## src/rtl/sar_converter_if.sv

```systemverilog
// Handshake and DAC/comparator bundle for the successive-approximation converter.
// The converter uses the slave modport; the consumer/analog side uses master.
interface sar_converter_if;
  logic       soc;
  logic       eoc;
  logic [7:0] x;
  logic [7:0] dac;
  logic       cmp;

  modport master (
    output soc,
    output cmp,
    input  eoc,
    input  x,
    input  dac
  );

  modport slave (
    input  soc,
    input  cmp,
    output eoc,
    output x,
    output dac
  );
endinterface

```

## src/rtl/sar_converter.sv

```systemverilog
// 8-bit successive-approximation controller with soc/eoc handshake.
// Define SAR_MAJORITY_EN for a 3-sample majority vote on cmp (dwell grows by 2).
module sar_converter #(
  parameter int unsigned SETTLE = 2
) (
  input logic           clock,
  input logic           reset_,
  sar_converter_if.slave bus
);

`ifdef SAR_MAJORITY_EN
  localparam int unsigned DWELL = SETTLE + 2;
`else
  localparam int unsigned DWELL = SETTLE;
`endif
  localparam logic [4:0] CntLoad = 5'(DWELL - 1);

  localparam logic [1:0] StIdle  = 2'd0;
  localparam logic [1:0] StAck   = 2'd1;
  localparam logic [1:0] StTrial = 2'd2;

  logic [1:0] state_q, state_d;
  logic       eoc_q, eoc_d;
  logic [7:0] x_q, x_d;
  logic [7:0] dac_q, dac_d;
  logic [2:0] idx_q, idx_d;
  logic [4:0] cnt_q, cnt_d;
  logic [7:0] code;
  logic       decision;

`ifdef SAR_MAJORITY_EN
  // Two registered samples from the edges before the decision edge, plus the live one.
  logic [1:0] samp_q;

  always_ff @(posedge clock or negedge reset_) begin
    if (!reset_) begin
      samp_q <= '0;
    end else if (state_q == StTrial && cnt_q <= 5'd2) begin
      samp_q <= {samp_q[0], bus.cmp};
    end
  end

  assign decision = (samp_q[1] & samp_q[0]) | (samp_q[1] & bus.cmp) | (samp_q[0] & bus.cmp);
`else
  assign decision = bus.cmp;
`endif

  always_comb begin
    state_d = state_q;
    eoc_d   = eoc_q;
    x_d     = x_q;
    dac_d   = dac_q;
    idx_d   = idx_q;
    cnt_d   = cnt_q;
    code    = dac_q;
    case (state_q)
      StIdle: begin
        if (bus.soc) begin
          eoc_d   = 1'b0;
          state_d = StAck;
        end
      end
      StAck: begin
        if (!bus.soc) begin
          dac_d   = 8'h80;
          idx_d   = 3'd7;
          cnt_d   = CntLoad;
          state_d = StTrial;
        end
      end
      StTrial: begin
        if (cnt_q != 5'd0) begin
          cnt_d = cnt_q - 5'd1;
        end else begin
          if (!decision) begin
            code[idx_q] = 1'b0;
          end
          if (idx_q != 3'd0) begin
            code[idx_q - 3'd1] = 1'b1;
            idx_d = idx_q - 3'd1;
            cnt_d = CntLoad;
            dac_d = code;
          end else begin
            x_d     = code;
            dac_d   = 8'h00;
            eoc_d   = 1'b1;
            state_d = StIdle;
          end
        end
      end
      default: begin
        eoc_d   = 1'b1;
        dac_d   = 8'h00;
        state_d = StIdle;
      end
    endcase
  end

  always_ff @(posedge clock or negedge reset_) begin
    if (!reset_) begin
      state_q <= StIdle;
      eoc_q   <= 1'b1;
      x_q     <= 8'h00;
      dac_q   <= 8'h00;
      idx_q   <= 3'd7;
      cnt_q   <= 5'd0;
    end else begin
      state_q <= state_d;
      eoc_q   <= eoc_d;
      x_q     <= x_d;
      dac_q   <= dac_d;
      idx_q   <= idx_d;
      cnt_q   <= cnt_d;
    end
  end

  assign bus.eoc = eoc_q;
  assign bus.x   = x_q;
  assign bus.dac = dac_q;

endmodule

```

## src/flat_wrapper.sv

```systemverilog
// flat-port wrapper written by rule: the top's interface ports become plain ports
module sar_converter_flat 
#(
  parameter int unsigned SETTLE = 2
)
  (clock, reset_, bus_soc, bus_cmp, bus_eoc, bus_x, bus_dac);
  sar_converter_if bus_i ();
  input logic clock;
  input logic reset_;
  input wire logic [$bits(bus_i.soc)-1:0] bus_soc;
  input wire logic [$bits(bus_i.cmp)-1:0] bus_cmp;
  output wire logic [$bits(bus_i.eoc)-1:0] bus_eoc;
  output wire logic [$bits(bus_i.x)-1:0] bus_x;
  output wire logic [$bits(bus_i.dac)-1:0] bus_dac;
  assign bus_i.soc = bus_soc;
  assign bus_i.cmp = bus_cmp;
  assign bus_eoc = bus_i.eoc;
  assign bus_x = bus_i.x;
  assign bus_dac = bus_i.dac;
  sar_converter #(.SETTLE(SETTLE)) u_core (.clock(clock), .reset_(reset_), .bus(bus_i));
endmodule
```

## config.mk

```make
export PLATFORM = sky130hd
export DESIGN_NAME = sar_converter_flat
export DESIGN_NICKNAME = d
export VERILOG_FILES = /design/src/rtl/sar_converter_if.sv /design/src/rtl/sar_converter.sv /design/src/flat_wrapper.sv
export SDC_FILE = /design/constraint.sdc
export NUM_CORES = 1
export LEC_CHECK = 0
export CAP_MARGIN = 20
export CORE_UTILIZATION = 45
export CTS_BUF_LIST = sky130_fd_sc_hd__clkbuf_8
export DETAILED_ROUTE_END_ITERATION = 8
export PLACE_DENSITY = 0.74
export SLEW_MARGIN = 20
export SYNTH_ARGS = -nofsm -noshare
export SYNTH_HDL_FRONTEND = slang
export SYNTH_SLANG_ARGS = --single-unit
```

## constraint.sdc

```tcl
create_clock -name clock -period 2.7 [get_ports clock]
set_input_delay 0.405 -clock clock [delete_from_list [all_inputs] [get_ports clock]]
set_output_delay 0.405 -clock clock [all_outputs]
set_load 0.01 [all_outputs]
```

Yosys cells after proc, flatten, opt, wreduce, memory -nomap -nowiden
Index checks and enable logic that the tools add are counted.
{"block": "totals", "in_bits": 4, "ff_bits": 27}
{"block": "op_classes", "add_sub_neg": 2, "order_cmp": 4, "eq_ne": 8, "n_reduce_logical": 12, "bitwise": 7, "mux": 28}
{"operator": "2-to-1 mux 8 bit", "count": 6}
{"operator": "one-hot mux 8 bit (3 select lines)", "count": 1}
{"operator": "2-to-1 mux 5 bit", "count": 3}
{"operator": "AND reduction 4 bit", "count": 3}
{"operator": "one-hot mux 5 bit (2 select lines)", "count": 1}
{"operator": "2-to-1 mux 3 bit", "count": 3}
{"operator": "AND reduction 3 bit", "count": 3}
{"operator": "AND 8 bit", "count": 1}
{"operator": "< comparator 3 x 4 -> 1 bit (second input constant)", "count": 2}
{"operator": "2-to-1 mux 2 bit", "count": 4}
{"operator": "!= test 2 bit (second input constant)", "count": 4}
{"operator": "inverter 8 bit", "count": 1}
{"operator": "bitwise OR 8 bit", "count": 1}
{"operator": "demux 1 bit (select 3 bit)", "count": 2}
{"operator": "greater-or-equal comparator 3 x 1 -> 1 bit (second input constant)", "count": 2}
{"operator": "one-hot mux 2 bit (3 select lines)", "count": 1}
{"operator": "one-hot mux 3 bit (2 select lines)", "count": 1}
{"operator": "2-to-1 mux 1 bit", "count": 5}
{"operator": "nonzero test 5 bit", "count": 1}
{"operator": "subtractor 5 x 1 -> 5 bit (second input constant)", "count": 1}
{"operator": "inverter 1 bit", "count": 4}
{"operator": "!= test 3 x 1 -> 1 bit (second input constant)", "count": 1}
{"operator": "one-hot mux 1 bit (3 select lines)", "count": 1}
{"operator": "nonzero test 3 bit", "count": 1}
{"operator": "other kinds (7)", "count": 8}

Depth between registers and ports, before layout
Gate-level depths: netlist of run 1.
{"block": "logic_depth", "word_depth": 13, "depth_mapped": 7, "mapped_depth_nobuf": 6}

Worst setup path after synthesis of run 1
Ideal clock, no wire load.
{"block": "synth_path", "path_kind": "register to register", "from": "register u_core.cnt_q[0]", "to": "register u_core.dac_q[2], in the netlist u_core.bus.dac[2]", "setup_slack_ns": 0.667, "arrival_ns": 1.932, "synth_period_minus_slack_ns": 2.033, "path_buffers": 1, "stages_incl_launch_ff": 7, "setup_time_ns": 0.101, "cell_sequence": "dfrtp_1 -> inv_1 -> ha_1 -> or4b_4 -> buf_6 -> or4_4 -> o32ai_1"}
{"block": "synth_between", "elab_chain_len": 3}
{"element": "start: declaration", "line_no": "sar_converter.sv:27", "text": "logic [4:0] cnt_q, cnt_d;"}
{"element": "start signal: assignment", "line_no": "sar_converter.sv:113", "text": "cnt_q <= cnt_d;"}
{"element": "nonzero test 5 bit", "line_no": "sar_converter.sv:72", "text": "if (cnt_q != 5'd0) begin"}
{"element": "!= test 2 bit (no line)"}
{"element": "AND reduction 3 bit (no line)"}
{"element": "end signal: assignment", "line_no": "sar_converter.sv:104", "text": "dac_q <= 8'h00;"}
{"element": "end signal: assignment", "line_no": "sar_converter.sv:111", "text": "dac_q <= dac_d;"}
{"element": "end: declaration", "line_no": "sar_converter.sv:25", "text": "logic [7:0] dac_q, dac_d;"}
No other way between the ends.
A chain may end at the register's enable or synchronous reset.

Final worst setup path of run 1
{"block": "layout_path", "from": "register u_core.cnt_q[0]", "to": "register u_core.dac_q[1], in the netlist u_core.bus.dac[1]"}
The elaborated chain is that of the path after synthesis.

==> flow_summary.json, run 1 <==
{
  "status": "finished clean",
  "grt.overflow.total": 0,
  "reg2reg_depth": 6,
  "hold_viol_final": 0,
  "wl_met2_mm": 1.79,
  "ff2ff_setup_slack_ps": 450,
  "ir_drop_mv": 0.414,
  "synth_common_cells": "23 x dfrtp_1, 19 x nand2_1, 18 x o21ai_0",
  "ys_types": 49,
  "ys_seq_area_share_pct": 43.7,
  "track_usage_pct": 21.4,
  "drive_gt1_share_pct": 9.57,
  "grt_max_degree": 28,
  "initialDrtViolationCount": 87,
  "hold_path_class": "reg -> reg",
  "drt_pass1_iterations": 5,
  "period_share_pct": 83.3,
  "cts_setup_buffers": 0,
  "leakage_nw": 0.786,
  "ys_ff_latch": 27,
  "hold_buffers": 0,
  "areaGrowthSynthToFinish_pct": 19.0,
  "worst_slew_pin_slew_ps": 592,
  "routabilityCongestion": 0.900,
  "worstSetupEndpointType": "flop",
  "ios": 21,
  "p_total_mw": 1.33,
  "synthTopCellsByArea": "dfrtp_1 37%, dfstp_2 6.7%, o21ai_0 5.8%, ha_1 5.6%, nand2_1 4.6%",
  "initial_core_util_pct": 46.7,
  "path_cells": "inv_1, ha_1, or4b_4, a21boi_0, o21ai_0, a22o_1",
  "yosysWarnings": 0,
  "wl_per_cell_um": 15.5,
  "syn_inst": 167,
  "grt_pass1_wl_mm": 5.82,
  "grt_pass1_vias": 1271,
  "rsz0062_at_grt": "no",
  "port-buffer-count": 20,
  "drt_wl_total_mm": 3.63,
  "yosysTopAreaCellShare_pct": 36.9,
  "antenna_found_initial": 0,
  "slew_violations": 0,
  "critPathMaxStageDelay_ps": 550,
  "synth_top_flop_cell": "dfrtp_1",
  "critPathArrivalTime_ps": 2420,
  "cts_tree": "yes",
  "met1_length_mm": 1.62,
  "min_from": "u_core.bus.eoc",
  "maxCapViolCount": 0,
  "hpwl_mm": 2.73,
  "netlist_area_um2": 1560,
  "cts_buffers": 3,
  "synth_edf_count": 0,
  "cts-root-buf": "clkbuf_8",
  "fin_tns_setup_ps": 0,
  "highest-signal-layer": "met4",
  "met3_wirelength_um": 130,
  "viasPerCell": 5.76,
  "slowest_stage": "or4b_4",
  "path_clk_slew_ps": 100,
  "htree_levels": 1,
  "num_rows": 21,
  "cts.sinks": 27,
  "drcViolationCount": 0,
  "syn_avg_cell_area_um2": 9.34,
  "clockBufferDepth": 2,
  "worstSetupPathType": "reg -> reg",
  "worst_r2r_endpoint": "u_core.bus.dac[1]",
  "fin_crit_ps": 2250,
  "die-width_um": 60.9,
  "die-area_um2": 3700,
  "die_h_um": 60.9,
  "powerDensity_nw_per_um2": 719,
  "clk_latency_ps": 270,
  "dr_total_vias": 1349,
  "cp_data_required_time_ps": 2870,
  "rr_startpoint": "u_core.cnt_q[0]",
  "holdPathStages": 1,
  "final-setup-viol-count": 0,
  "cp_max_fo": 9,
  "fin_util_pct": 55.6,
  "syn-num-nets": 178,
  "finClkSkew_ps": 4.67,
  "yosys.cell_count.top_type": "dfrtp_1",
  "fin_nets": 200,
  "n_antenna_cell": 0,
  "postCtsResizedCells": 0,
  "startpoint_type": "flop",
  "slew_headroom_pct": 60.1,
  "core_um2": 3340,
  "async_flop_share_pct": 100,
  "ant_nets": 0,
  "synth.largest_area_cell": "dfrtp_1",
  "max_freq_mhz": 445,
  "worst_hold_path.endpoint": "u_core.bus.eoc"
}
==> power by group <==
part | switching (mW) | total, mW | internal [mW]
Clock | 0.130 | 0.234 | 0.103
Sequential | 0.0461 | 0.506 | 0.460
Combinational | 0.352 | 0.595 | 0.243
==> layer usage <==
| layer | track usage [%] | vias to the layer above |
|---|---|---|
| met1 | 27.5 | 657 |
| met3 | 2.56 | 10 |
| met2 | 36.6 | 33 |
| met4 | 8.44 | 0 |
| li1 | - | 649 |
| met5 | 0 | - |
==> sequential cells by signal, summed over array words and instances, names as in the netlist <==
register	cells
u_core.idx_q	3
u_core.bus.eoc	1
u_core.cnt_q	5
u_core.state_q	2
u_core.bus.dac	8
u_core.bus.x	8
==> worst max-delay path by stage <==
| stage | from | to | slack, ps | cells after the start |
|---|---|---|---|---|
| final | u_core.cnt_q[0] | u_core.bus.dac[1] | 450 | 6 |
| after CTS | u_core.idx_q[0] | u_core.bus.dac[6] | 480 | 6 |
| after global placement | bus_soc | u_core.bus.dac[6] | 440 | 5 |
| after floorplan | u_core.cnt_q[0] | u_core.bus.dac[2] | 670 | 6 |
| after global routing | u_core.idx_q[0] | u_core.bus.dac[6] | 290 | 6 |
| after detailed placement | bus_soc | u_core.bus.dac[6] | 380 | 5 |
==> critical path: cells and delay by family, from the launching register on <==
family	cells	cell delay (ps)
AOI/OAI and AO/OA	3	920
adders and majority gates	1	200
buffers and inverters	1	60
DFF	1	410
and+or+nand+nor	1	550
==> cells in the final DEF (no fill, tap or decap), types with 5 or more instances in the layout <==
cell type and count:
a21oi_1 9, clkdlybuf4s50_1 20, dfrtp_1 23, ha_1 7, inv_1 13, nand2_1 19
nor2_1 5, o21ai_0 18
==> cells by family (layout without fill, tap and decap cells) <==
group,Yosys count,count (layout),share of synthesized area (%)
DFF,27,27,43.7
buffers and inverters,19,40,5.06
muxes,5,5,3.37
and+or+nand+nor,52,52,17.9
adders and majority gates,7,7,5.62
xor gates and xnor gates,2,2,1.12
AOI/OAI and AO/OA,55,55,23.3
==> cell type report <==
class / count / area [um2]
clock inverters: 1 / 5.00
flip-flops and latches: 27 / 681
well taps: 46 / 57.6
clock buffers: 3 / 41.3
inverters: 13 / 48.8
multi-input cells: 121 / 800
repair buffers: 23 / 223
fillers: 310 / 1480
==> metrics by stage <==
stage	hold slack (ps)	setup WS [ps]	cells	instance area [um2]
after floorplan	109	667	167	1560
final	494	451	234	1860
after CTS	496	478	234	1860
after detailed placement	475	375	230	1810
after global placement	463	438	230	1810
after global routing	518	291	234	1860
No activity file was read; power rests on OpenSTA's default activity.
==> run 2: changes to the inputs <==
clock period = 2.3 ns   (was 2.7 ns; I/O delays follow)
==> run 2 against run 1 <==
Effect of this change:
- design area rose by 1.9%
- critical path depth is 1 lower
- clock skew rose by 1.2 ps
- critical endpoint is now u_core.bus.dac[6]
- non-clock buffer count increased by 3
- die area unchanged
- final cell count is 1.3% higher
==> flow_summary.json, run 2 (synthesized netlist as in run 1, its figures left out) <==
{
  "ios": 21,
  "fin_nets": 203,
  "p_int_mw": 0.969,
  "cts_buffers": 3,
  "grt.overflow.total": 0,
  "hold_path_class": "in -> async",
  "postCtsResizedCells": 0,
  "core_um2": 3340,
  "netSwitchingFraction_pct": 39.2,
  "routabilityCongestion": 0.962,
  "drive_gt1_share_pct": 12.0,
  "final_cell_mix": "23 x dfrtp_1, 20 x clkdlybuf4s50_1, 19 x nand2_1",
  "grt_pass1_wl_mm": 5.60,
  "hold_buffers": 0,
  "critPathArrivalTime_ps": 2340,
  "path_clk_slew_ps": 90,
  "die-area_um2": 3700,
  "cts_tree": "yes",
  "grt_max_degree": 28,
  "hpwl_mm": 2.66,
  "initial_core_util_pct": 46.7,
  "critPathMaxStageDelay_ps": 560,
  "htree_levels": 1,
  "clockBufferDepth": 2,
  "cts.sinks": 27,
  "ir_drop_mv": 0.650,
  "cp_data_required_time_ps": 2460,
  "path_cells": "inv_1, ha_1, or4b_4, or4_4, o32ai_1",
  "p_clk_share_pct": 16.3,
  "rsz0062_at_grt": "no",
  "drcViolationCount": 0,
  "antenna_found_initial": 0,
  "pwr-share-comb_pct": 46.6,
  "cts-root-buf": "clkbuf_8",
  "seqPwrFrac_pct": 37.1,
  "cp_max_fo": 9,
  "max_freq_mhz": 459,
  "grt_pass1_vias": 1272,
  "fin_tns_setup_ps": 0,
  "powerDensity_nw_per_um2": 842,
  "leakage_nw": 0.804,
  "ant_nets": 0,
  "n_antenna_cell": 0,
  "track_usage_pct": 20.6,
  "initialDrtViolationCount": 56,
  "slew_violations": 0,
  "final-setup-viol-count": 0,
  "num_rows": 21,
  "status": "finished clean",
  "period_share_pct": 94.8,
  "die-width_um": 60.9,
  "worst_slew_pin_slew_ps": 407,
  "port-buffer-count": 20,
  "wl_per_cell_um": 14.8,
  "startpoint_type": "flop",
  "fill_cells": 307,
  "drt_pass1_iterations": 4,
  "hold_viol_final": 0,
  "dr_total_vias": 1356,
  "areaGrowthSynthToFinish_pct": 21.3,
  "viasPerCell": 5.72,
  "slew_headroom_pct": 72.8,
  "dpl_worst_slack_ps": 72.2,
  "setup_ws_ps": 120,
  "worstSetupPathType": "reg -> reg",
  "worstSetupEndpointType": "flop",
  "maxCapViolCount": 0,
  "drt_wl_total_mm": 3.50,
  "final_common_cell": "dfrtp_1",
  "p_switching_mw": 0.623,
  "slowest_stage": "or4b_4",
  "finClkSkew_ps": 5.90,
  "cts_setup_buffers": 0,
  "clk_latency_ps": 270,
  "die_h_um": 60.9,
  "fin_crit_ps": 2180
}
run 2: final cells by class:
class	instances	area (um2)	area share (%)
clock buffers	3	41.3	2.18
flip-flops and latches	27	681	36.0
clock inverters	1	3.75	0.199
repair buffers	26	245	13.0
well taps	46	57.6	3.04
multi-input cells	121	813	43.0
inverters	13	48.8	2.58
run 2: worst max-delay path: cells and delay by family, from the launching register on:
| kind | cells | cell delay, ps |
|---|---|---|
| AOI/OAI and AO/OA | 1 | 310 |
| adders and majority gates | 1 | 200 |
| buffers and inverters | 1 | 60 |
| DFF | 1 | 410 |
| and+or+nand+nor | 2 | 1100 |
run 2: power by group through the flow:
stage	clock network (mW)	registers, mW	logic, mW
after floorplan	0	0.594	0.502
after global placement	0	0.592	0.680
after detailed placement	0	0.597	0.711
after CTS	0.271	0.589	0.713
after global routing	0.290	0.596	0.814
final	0.260	0.590	0.742
run 2: worst paths after layout:
check,from,endpoint,slack [ps],cells past startpoint
worst max-delay path,u_core.cnt_q[0],u_core.bus.dac[6],120,5
worst min-delay path,reset_,u_core.bus.x[6],440,2
worst max register to register,u_core.cnt_q[0],u_core.bus.dac[6],120,5
worst min register to register,u_core.bus.x[5],u_core.bus.x[5],490,2
max in group asynchronous,reset_,u_core.bus.eoc,1550,2
min in group clock,u_core.bus.x[5],u_core.bus.x[5],490,2
run 2: metal layers:
| layer | vias up | track usage (%) | routed length, um |
|---|---|---|---|
| li1 | 657 | - | - |
| met1 | 664 | 25.7 | 1620 |
| met2 | 31 | 35.6 | 1730 |
| met3 | 4 | 3.20 | 99 |
| met4 | 0 | 8.12 | 51 |
| met5 | - | 0 | 0 |
run 2: per-stage QoR:
step | cell area, um2 | total power, mW | util, % | std cells | hold WS (ps)
after floorplan | 1560 | 1.10 | - | 167 | 49.4
after global placement | 1830 | 1.27 | 54.9 | 233 | 461
after detailed placement | 1830 | 1.31 | 54.9 | 233 | 474
after CTS | 1880 | 1.57 | 56.2 | 237 | 449
after global routing | 1890 | 1.70 | 56.7 | 237 | 478
final | 1890 | 1.59 | 56.7 | 237 | 443
==> run 3: changes to the inputs <==
CAP_MARGIN = 40   (was 20)
CORE_MARGIN = 8   (was unset)
CTS_CLUSTER_SIZE = 12   (was unset)
==> run 3 against run 2 <==
Effect of this change:
- critical path type unchanged
- utilization decreased by 0.15 points
- maximum frequency about the same
- clock power increased by 8.1%
==> flow_summary.json, run 3 (synthesized netlist as in run 1, its figures left out) <==
{
  "dpl_cell_area_um2": 1840,
  "htree_levels": 1,
  "cts_setup_buffers": 0,
  "die-width_um": 74.9,
  "pwr-share-comb_pct": 45.3,
  "hold_buffers": 0,
  "fin_area_um2": 1890,
  "clockBufferDepth": 2,
  "maxCapViolCount": 0,
  "num_rows": 21,
  "path_cells": "inv_1, ha_1, or4b_4, or4_4, o32ai_1",
  "fin_tns_setup_ps": 0,
  "status": "finished clean",
  "hold_viol_final": 0,
  "core_um2": 3340,
  "wl_per_cell_um": 15.9,
  "clk_latency_ps": 280,
  "port-buffer-count": 20,
  "final_common_cell": "dfrtp_1",
  "slew_headroom_pct": 62.6,
  "drt_wl_total_mm": 3.77,
  "max_freq_mhz": 459,
  "initialDrtViolationCount": 64,
  "dr_total_vias": 1385,
  "cp_data_required_time_ps": 2480,
  "slew_violations": 0,
  "p_switching_mw": 0.633,
  "path_clk_slew_ps": 100,
  "finClkSkew_ps": 5.45,
  "slowest_stage": "or4b_4",
  "critPathArrivalTime_ps": 2360,
  "routabilityCongestion": 0.888,
  "grt.overflow.total": 0,
  "grt_max_degree": 28,
  "die-area_um2": 5600,
  "grt_pass1_vias": 1370,
  "reg2reg_depth": 5,
  "hold_path_class": "in -> async",
  "fin_crit_ps": 2180,
  "hpwl_mm": 2.86,
  "drcViolationCount": 0,
  "worst_slew_pin_slew_ps": 557,
  "final_cell_mix": "23 x dfrtp_1, 20 x clkdlybuf4s50_1, 19 x nand2_1",
  "worstSetupEndpointType": "flop",
  "startpoint_type": "flop",
  "final-setup-viol-count": 0,
  "ant_nets": 0,
  "period_share_pct": 94.8,
  "cts_tree": "yes",
  "p_clk_share_pct": 17.6,
  "track_usage_pct": 14.1,
  "ios": 21,
  "cp.buffers_inverters": 1,
  "seqPwrFrac_pct": 37.1,
  "drive_gt1_share_pct": 11.5,
  "leakage_nw": 0.805,
  "viasPerCell": 5.82,
  "cts-root-buf": "clkbuf_8",
  "powerDensity_nw_per_um2": 847,
  "critPathMaxStageDelay_ps": 550,
  "rsz0062_at_grt": "no",
  "die_h_um": 74.9,
  "drt_pass1_iterations": 4,
  "fin_nets": 204,
  "ir_drop_mv": 0.622,
  "worstSetupPathType": "reg -> reg",
  "crit_cells": 5,
  "cts_buffers": 3,
  "p_int_mw": 0.965,
  "n_antenna_cell": 0,
  "cts.sinks": 27,
  "initial_core_util_pct": 46.7,
  "netSwitchingFraction_pct": 39.6,
  "cp_max_fo": 9,
  "areaGrowthSynthToFinish_pct": 20.9,
  "path_delay_family": "simple AND/OR/NAND/NOR gates",
  "antenna_found_initial": 0,
  "grt_pass1_wl_mm": 6.19
}
## run 3: power groups by stage
stage | Combinational [mW] | Clock (mW) | Sequential, mW
after floorplan | 0.502 | 0 | 0.594
after global placement | 0.685 | 0 | 0.591
after detailed placement | 0.716 | 0 | 0.599
after CTS | 0.718 | 0.280 | 0.591
after global routing | 0.797 | 0.299 | 0.599
final | 0.724 | 0.281 | 0.593
## run 3: repair_timing
action                                 4_1_cts  5_1_grt
gates resized for setup                      0        2
endpoints found under the hold margin        0        0
setup endpoints to repair                    0        5
## run 3: worst register-to-register path, stage by stage (launching register included)
cell     delay (ps)
dfrtp_1         420
inv_1            70
ha_1            200
or4b_4          550
or4_4           530
o32ai_1         310
## run 3: final timing paths
| path | start | slack [ps] | endpoint |
|---|---|---|---|
| worst max-delay path | u_core.cnt_q[0] | 120 | u_core.bus.dac[6] |
| worst min-delay path | reset_ | 430 | u_core.bus.x[0] |
| min in group clock | u_core.bus.x[6] | 490 | u_core.bus.x[6] |
| worst max register to register | u_core.cnt_q[0] | 120 | u_core.bus.dac[6] |
| max in group asynchronous | reset_ | 1560 | u_core.idx_q[0] |
| worst min register to register | u_core.bus.x[6] | 490 | u_core.bus.x[6] |
## run 3: layer usage
metal	GRT usage, %	share of wire, %	vias to the layer above
met1	16.8	43	679
li1	-	-	658
met4	3.91	1.2	0
met3	2.13	4.6	5
met2	25.1	51	43
met5	0	0	-
## run 3: metrics by stage
step | hold slack, ps | worst slack, ps | power, mW | instances | util, %
detailed placement | 480 | 111 | 1.31 | 234 | 55.1
floorplan | 49.4 | 267 | 1.10 | 167 | -
finish | 426 | 120 | 1.60 | 238 | 56.5
global route | 470 | 37.8 | 1.69 | 238 | 56.5
global placement | 462 | 152 | 1.28 | 234 | 55.1
CTS | 441 | 93.9 | 1.59 | 238 | 56.5
## run 3: layout make-up
type / instances / area [um2]
clock buffers: 3 / 41.3
clock inverters: 1 / 5.00
fillers: 309 / 1450
inverters: 13 / 48.8
multi-input cells: 121 / 800
flip-flops and latches: 27 / 681
well taps: 46 / 57.6
repair buffers: 27 / 253
==> RTL edit 1, RTL diff (config.mk and constraints of run 3) <==
`x_q` no longer has a reset.
--- a/src/rtl/sar_converter.sv
+++ b/src/rtl/sar_converter.sv
@@ -100,18 +100,20 @@
     if (!reset_) begin
       state_q <= StIdle;
       eoc_q   <= 1'b1;
-      x_q     <= 8'h00;
       dac_q   <= 8'h00;
       idx_q   <= 3'd7;
       cnt_q   <= 5'd0;
     end else begin
       state_q <= state_d;
       eoc_q   <= eoc_d;
-      x_q     <= x_d;
       dac_q   <= dac_d;
       idx_q   <= idx_d;
       cnt_q   <= cnt_d;
     end
+  end
+
+  always_ff @(posedge clock) begin
+    x_q <= x_d;
   end
 
   assign bus.eoc = eoc_q;
Function: same outputs for any inputs over 10 cycles, from zero or initial values and one cycle with reset_ low; that may be too few to reach the edited logic, so the function may still have changed.
==> RTL edit 1 against run 3 <==
Final area is 1.3% higher. Die area is 0.70% higher. Worst setup slack better by 0.19 ns. Area after synthesis is 0.88% higher. Wire length is 8.1% lower. Sequential cell count stayed put. Critical path depth is 1 higher. Count of clock-buffer cells in the layout stayed put. Sequential power is 4.4% higher. Power is 4.5% higher.
==> RTL edit 1: results (changes against run 3) <==
utilization_pct: 57.3  # +0.75 points
routed-wl-met2_um: 1680  # -13%
synth-edff-count: 8  # +8
gp_congestion: 0.903  # +1.7%
cp_slowest_cell: "or4_1"
power_leakage_nw: 0.756  # -6.1%
fin_worst_skew_ns: 0.00497  # -0.000473 ns
intPower_mw: 1.05  # +8.7%
place_hpwl_um: 2610  # -8.8%
synth.net_count: 174  # -2.2%
outcome: "completed"
globalRouteMet3Util_pct: 2.80  # +0.67 points
whs_ns: 0.393  # -0.0333 ns
grt_pass1_vias: 1275  # -6.9%
n_fill_cell: 302  # -2.3%
fin_nets: 201  # -1.5%
async_reset_ff_share_pct: 70.4  # -30 points
yosys-top-cells-count: "15 x dfrtp_1, 14 x inv_1, 13 x a21oi_1"
grt_use_met2_pct: 22.7  # -2.4 points
wl_met3_um: 237  # +38%
final_cells: 235  # -1.3%
crit_fanout: 5  # -4
netlist_top_cells_area: "dfrtp_1 24%, edfxtp_1 15%, dfstp_2 6.7%, ha_1 5.6%, a21oi_1 4.1%"
grt_pass1_wl_um: 5660  # -8.6%
use_met1_pct: 14.5  # -2.3 points
wl_met1_um: 1490  # -9.0%
arrival_ns: 2.18  # -0.18 ns
yosysSeqAreaShare_pct: 45.8  # +2.2 points
cpPeakStageDelay_ns: 0.49  # -0.06 ns
fin_crit_ns: 1.99  # -0.189 ns
first_iter_violations: 97  # +52%
layout-drive-gt1-share_pct: 12.7  # +1.2 points
ir_drop_mv: 0.532  # -14%
placed_cells: 231  # -1.3%
ys_types: 41  # -16%
dp_slack_ns: 0.289  # +0.178 ns
reg2reg_slack_ns: 0.31  # +0.19 ns
## RTL edit 1: changes by cell type after synthesis, moves of 3 or more
cell / change
a21boi_0: +3
a21oi_1: +4
a31oi_1: +6
dfrtp_1: -8
edfxtp_1: +8
nand2_1: -7
nor2_1: +3
nor3_1: +4
o21ai_0: -8
o22ai_1: +3
## RTL edit 1: worst paths after layout
check / start / end / cells past startpoint
max: u_core.cnt_q[0] / u_core.bus.dac[1] / 6
min: reset_ / u_core.state_q[0] / 2
max reg2reg: u_core.cnt_q[0] / u_core.bus.dac[1] / 6
min reg2reg: u_core.cnt_q[0] / u_core.cnt_q[0] / 1
max in group asynchronous: reset_ / u_core.idx_q[0] / 2
min in group clock: u_core.cnt_q[0] / u_core.cnt_q[0] / 1
## RTL edit 1: logic make-up (layout without fill, tap and decap cells)
kind of cell | count (synthesis) | count (layout) | synth area share (%)
AOI/OAI and AO/OA | 54 | 54 | 22.3
DFF | 27 | 27 | 45.8
buffers and inverters | 20 | 46 | 4.93
adders and majority gates | 7 | 7 | 5.57
and+or+nand+nor | 51 | 51 | 18.6
muxes | 4 | 4 | 2.78
## RTL edit 1: area by class of cell
| cell class | count | area share [%] |
|---|---|---|
| multi-input cells | 116 | 40.5 |
| flip-flops and latches | 27 | 37.7 |
| repair buffers | 28 | 13.6 |
| well taps | 46 | 3.01 |
| inverters | 14 | 2.75 |
| clock buffers | 3 | 2.16 |
| clock inverters | 1 | 0.196 |
## RTL edit 1: power groups by stage
stage,clock network (mW),logic [mW],registers [mW]
2_1_floorplan,0,0.535,0.629
6_report,0.263,0.788,0.619
3_5_place_dp,0,0.788,0.631
3_3_place_gp,0,0.766,0.627
4_1_cts,0.267,0.792,0.621
5_1_grt,0.278,0.876,0.627
==> RTL edit 2, RTL diff (flow settings as in run 3) <==
Without the edit above. The option `SAR_MAJORITY_EN` is turned on by a define.
--- a/src/rtl/sar_converter.sv
+++ b/src/rtl/sar_converter.sv
@@ -1,5 +1,7 @@
 // 8-bit successive-approximation controller with soc/eoc handshake.
 // Define SAR_MAJORITY_EN for a 3-sample majority vote on cmp (dwell grows by 2).
+`define SAR_MAJORITY_EN
+
 module sar_converter #(
   parameter int unsigned SETTLE = 2
 ) (
Formal check against the unedited RTL: not equivalent (Yosys sat finds a counterexample within 10 cycles, from zero or initial values and one cycle with reset_ low).
==> RTL edit 2 against run 3 <==
Sequential share of layout area hardly changed. Global-route usage is 1.5 points lower. Power is 28% higher. Sequential cell count is 2 higher. Worst setup slack better by 0.044 ns. Area after synthesis is 5.8% higher. Fmax is 2.1% higher. Clock skew hardly changed. Clock power is 37% higher. Wire length is 4.9% lower. Final area is 7.2% higher. Non-clock buffer count is 1 lower. Sequential power is 20% higher. Critical endpoint is now u_core.bus.dac[2].
==> RTL edit 2: results (changes against run 3) <==
area_growth_pct: 22.6
swShare_pct: 39.9  # +0.23 points
layout-drive-gt1-share_pct: 14.6  # +3.2 points
grt_use_total_pct: 12.5  # -1.5 points
clkPwrFrac_pct: 18.9  # +1.3 points
cpPeakStageDelay_ns: 0.51  # -0.04 ns
arrival_ns: 2.30  # -0.06 ns
grt_max_degree: 30  # +7.1%
placed_cells: 238  # +1.7%
synthCells: 168  # +0.60%
yosysSeqAreaShare_pct: 44.3  # +0.65 points
grt_pass1_wl_um: 6100  # -1.5%
gp_congestion: 0.860  # -3.1%
crit_fanout: 9  # unchanged
place_hpwl_um: 2760  # -3.5%
outcome: "completed"
netlist_top_cells_area: "dfrtp_1 38%, ha_1 6.8%, dfstp_2 6.4%, mux2_2 3.4%, nand2_1 3.4%"
yosys-top-cells-count: "25 x dfrtp_1, 15 x nand2_1, 13 x inv_1"
fin_worst_skew_ns: 0.00551  # +0.0000658 ns
via_count: 1360  # -1.8%
max_slew_margin_pct: 60.7  # -1.9 points
ys_types: 47  # -4.1%
synth.net_count: 181  # +1.7%
cts_max_level: 2  # +1
final_cells: 246  # +3.4%
first_iter_violations: 88  # +38%
clk_pin_slew_ns: 0.06  # -0.04 ns
numCtsBuffers: 5  # +2
dp_slack_ns: 0.141  # +0.0298 ns
dr.pass1.iters: 4  # unchanged
comb-power_uw: 944  # +30%
fin_nets: 210  # +2.9%
pwr_density_cell_nw_per_um2: 1010  # +19%
==> RTL edit 2: cell count changes in the layout (fill, tap and decap cells not counted), moves of 3 or more <==
| cell | change |
|---|---|
| nand3_1 | +5 |
| a21oi_1 | -3 |
| nand2b_1 | +3 |
| o211ai_1 | +3 |
| mux2_2 | +3 |
| o21ai_1 | +3 |
| nand2_1 | -4 |
| o21ai_0 | -8 |
==> RTL edit 2: layer usage <==
layer  wire, um  vias to the layer above  global-route usage, %
li1           -                      666                      -
met1       1490                      643                   13.7
met2       1820                       44                   21.3
met3        230                        7                   5.07
met4         46                        0                   4.62
met5          0                        -                      0
==> RTL edit 2: final timing paths <==
kind | cells after the start | slack [ns] | start | end
hold / removal | 2 | 0.45 | reset_ | u_core.bus.x[0]
setup / recovery | 6 | 0.16 | u_core.cnt_q[0] | u_core.bus.dac[2]
setup reg to reg | 6 | 0.16 | u_core.cnt_q[0] | u_core.bus.dac[2]
min in group clock | 2 | 0.48 | u_core.bus.eoc | u_core.bus.eoc
hold reg to reg | 2 | 0.48 | u_core.bus.eoc | u_core.bus.eoc
max in group asynchronous | 2 | 1.54 | reset_ | u_core.bus.eoc
==> RTL edit 2: area by class of cell <==
class,instances,area [sq um],share of cell area [%]
clock buffers,5,68.8,3.40
clock inverters,3,13.8,0.681
inverters,13,48.8,2.41
multi-input cells,122,855,42.3
flip-flops and latches,29,731,36.1
well taps,48,60.1,2.97
repair buffers,26,245,12.1
==> RTL edit 2: cell families after synthesis <==
logic type	share of synthesized area, %
AND/OR/NAND/NOR	19.0
AO/OA/AOI/OAI	19.8
flip-flops	44.3
buffers and inverters	3.87
adder cells (fa/ha/maj)	7.44
multiplexers	4.02
XOR/XNOR	1.59
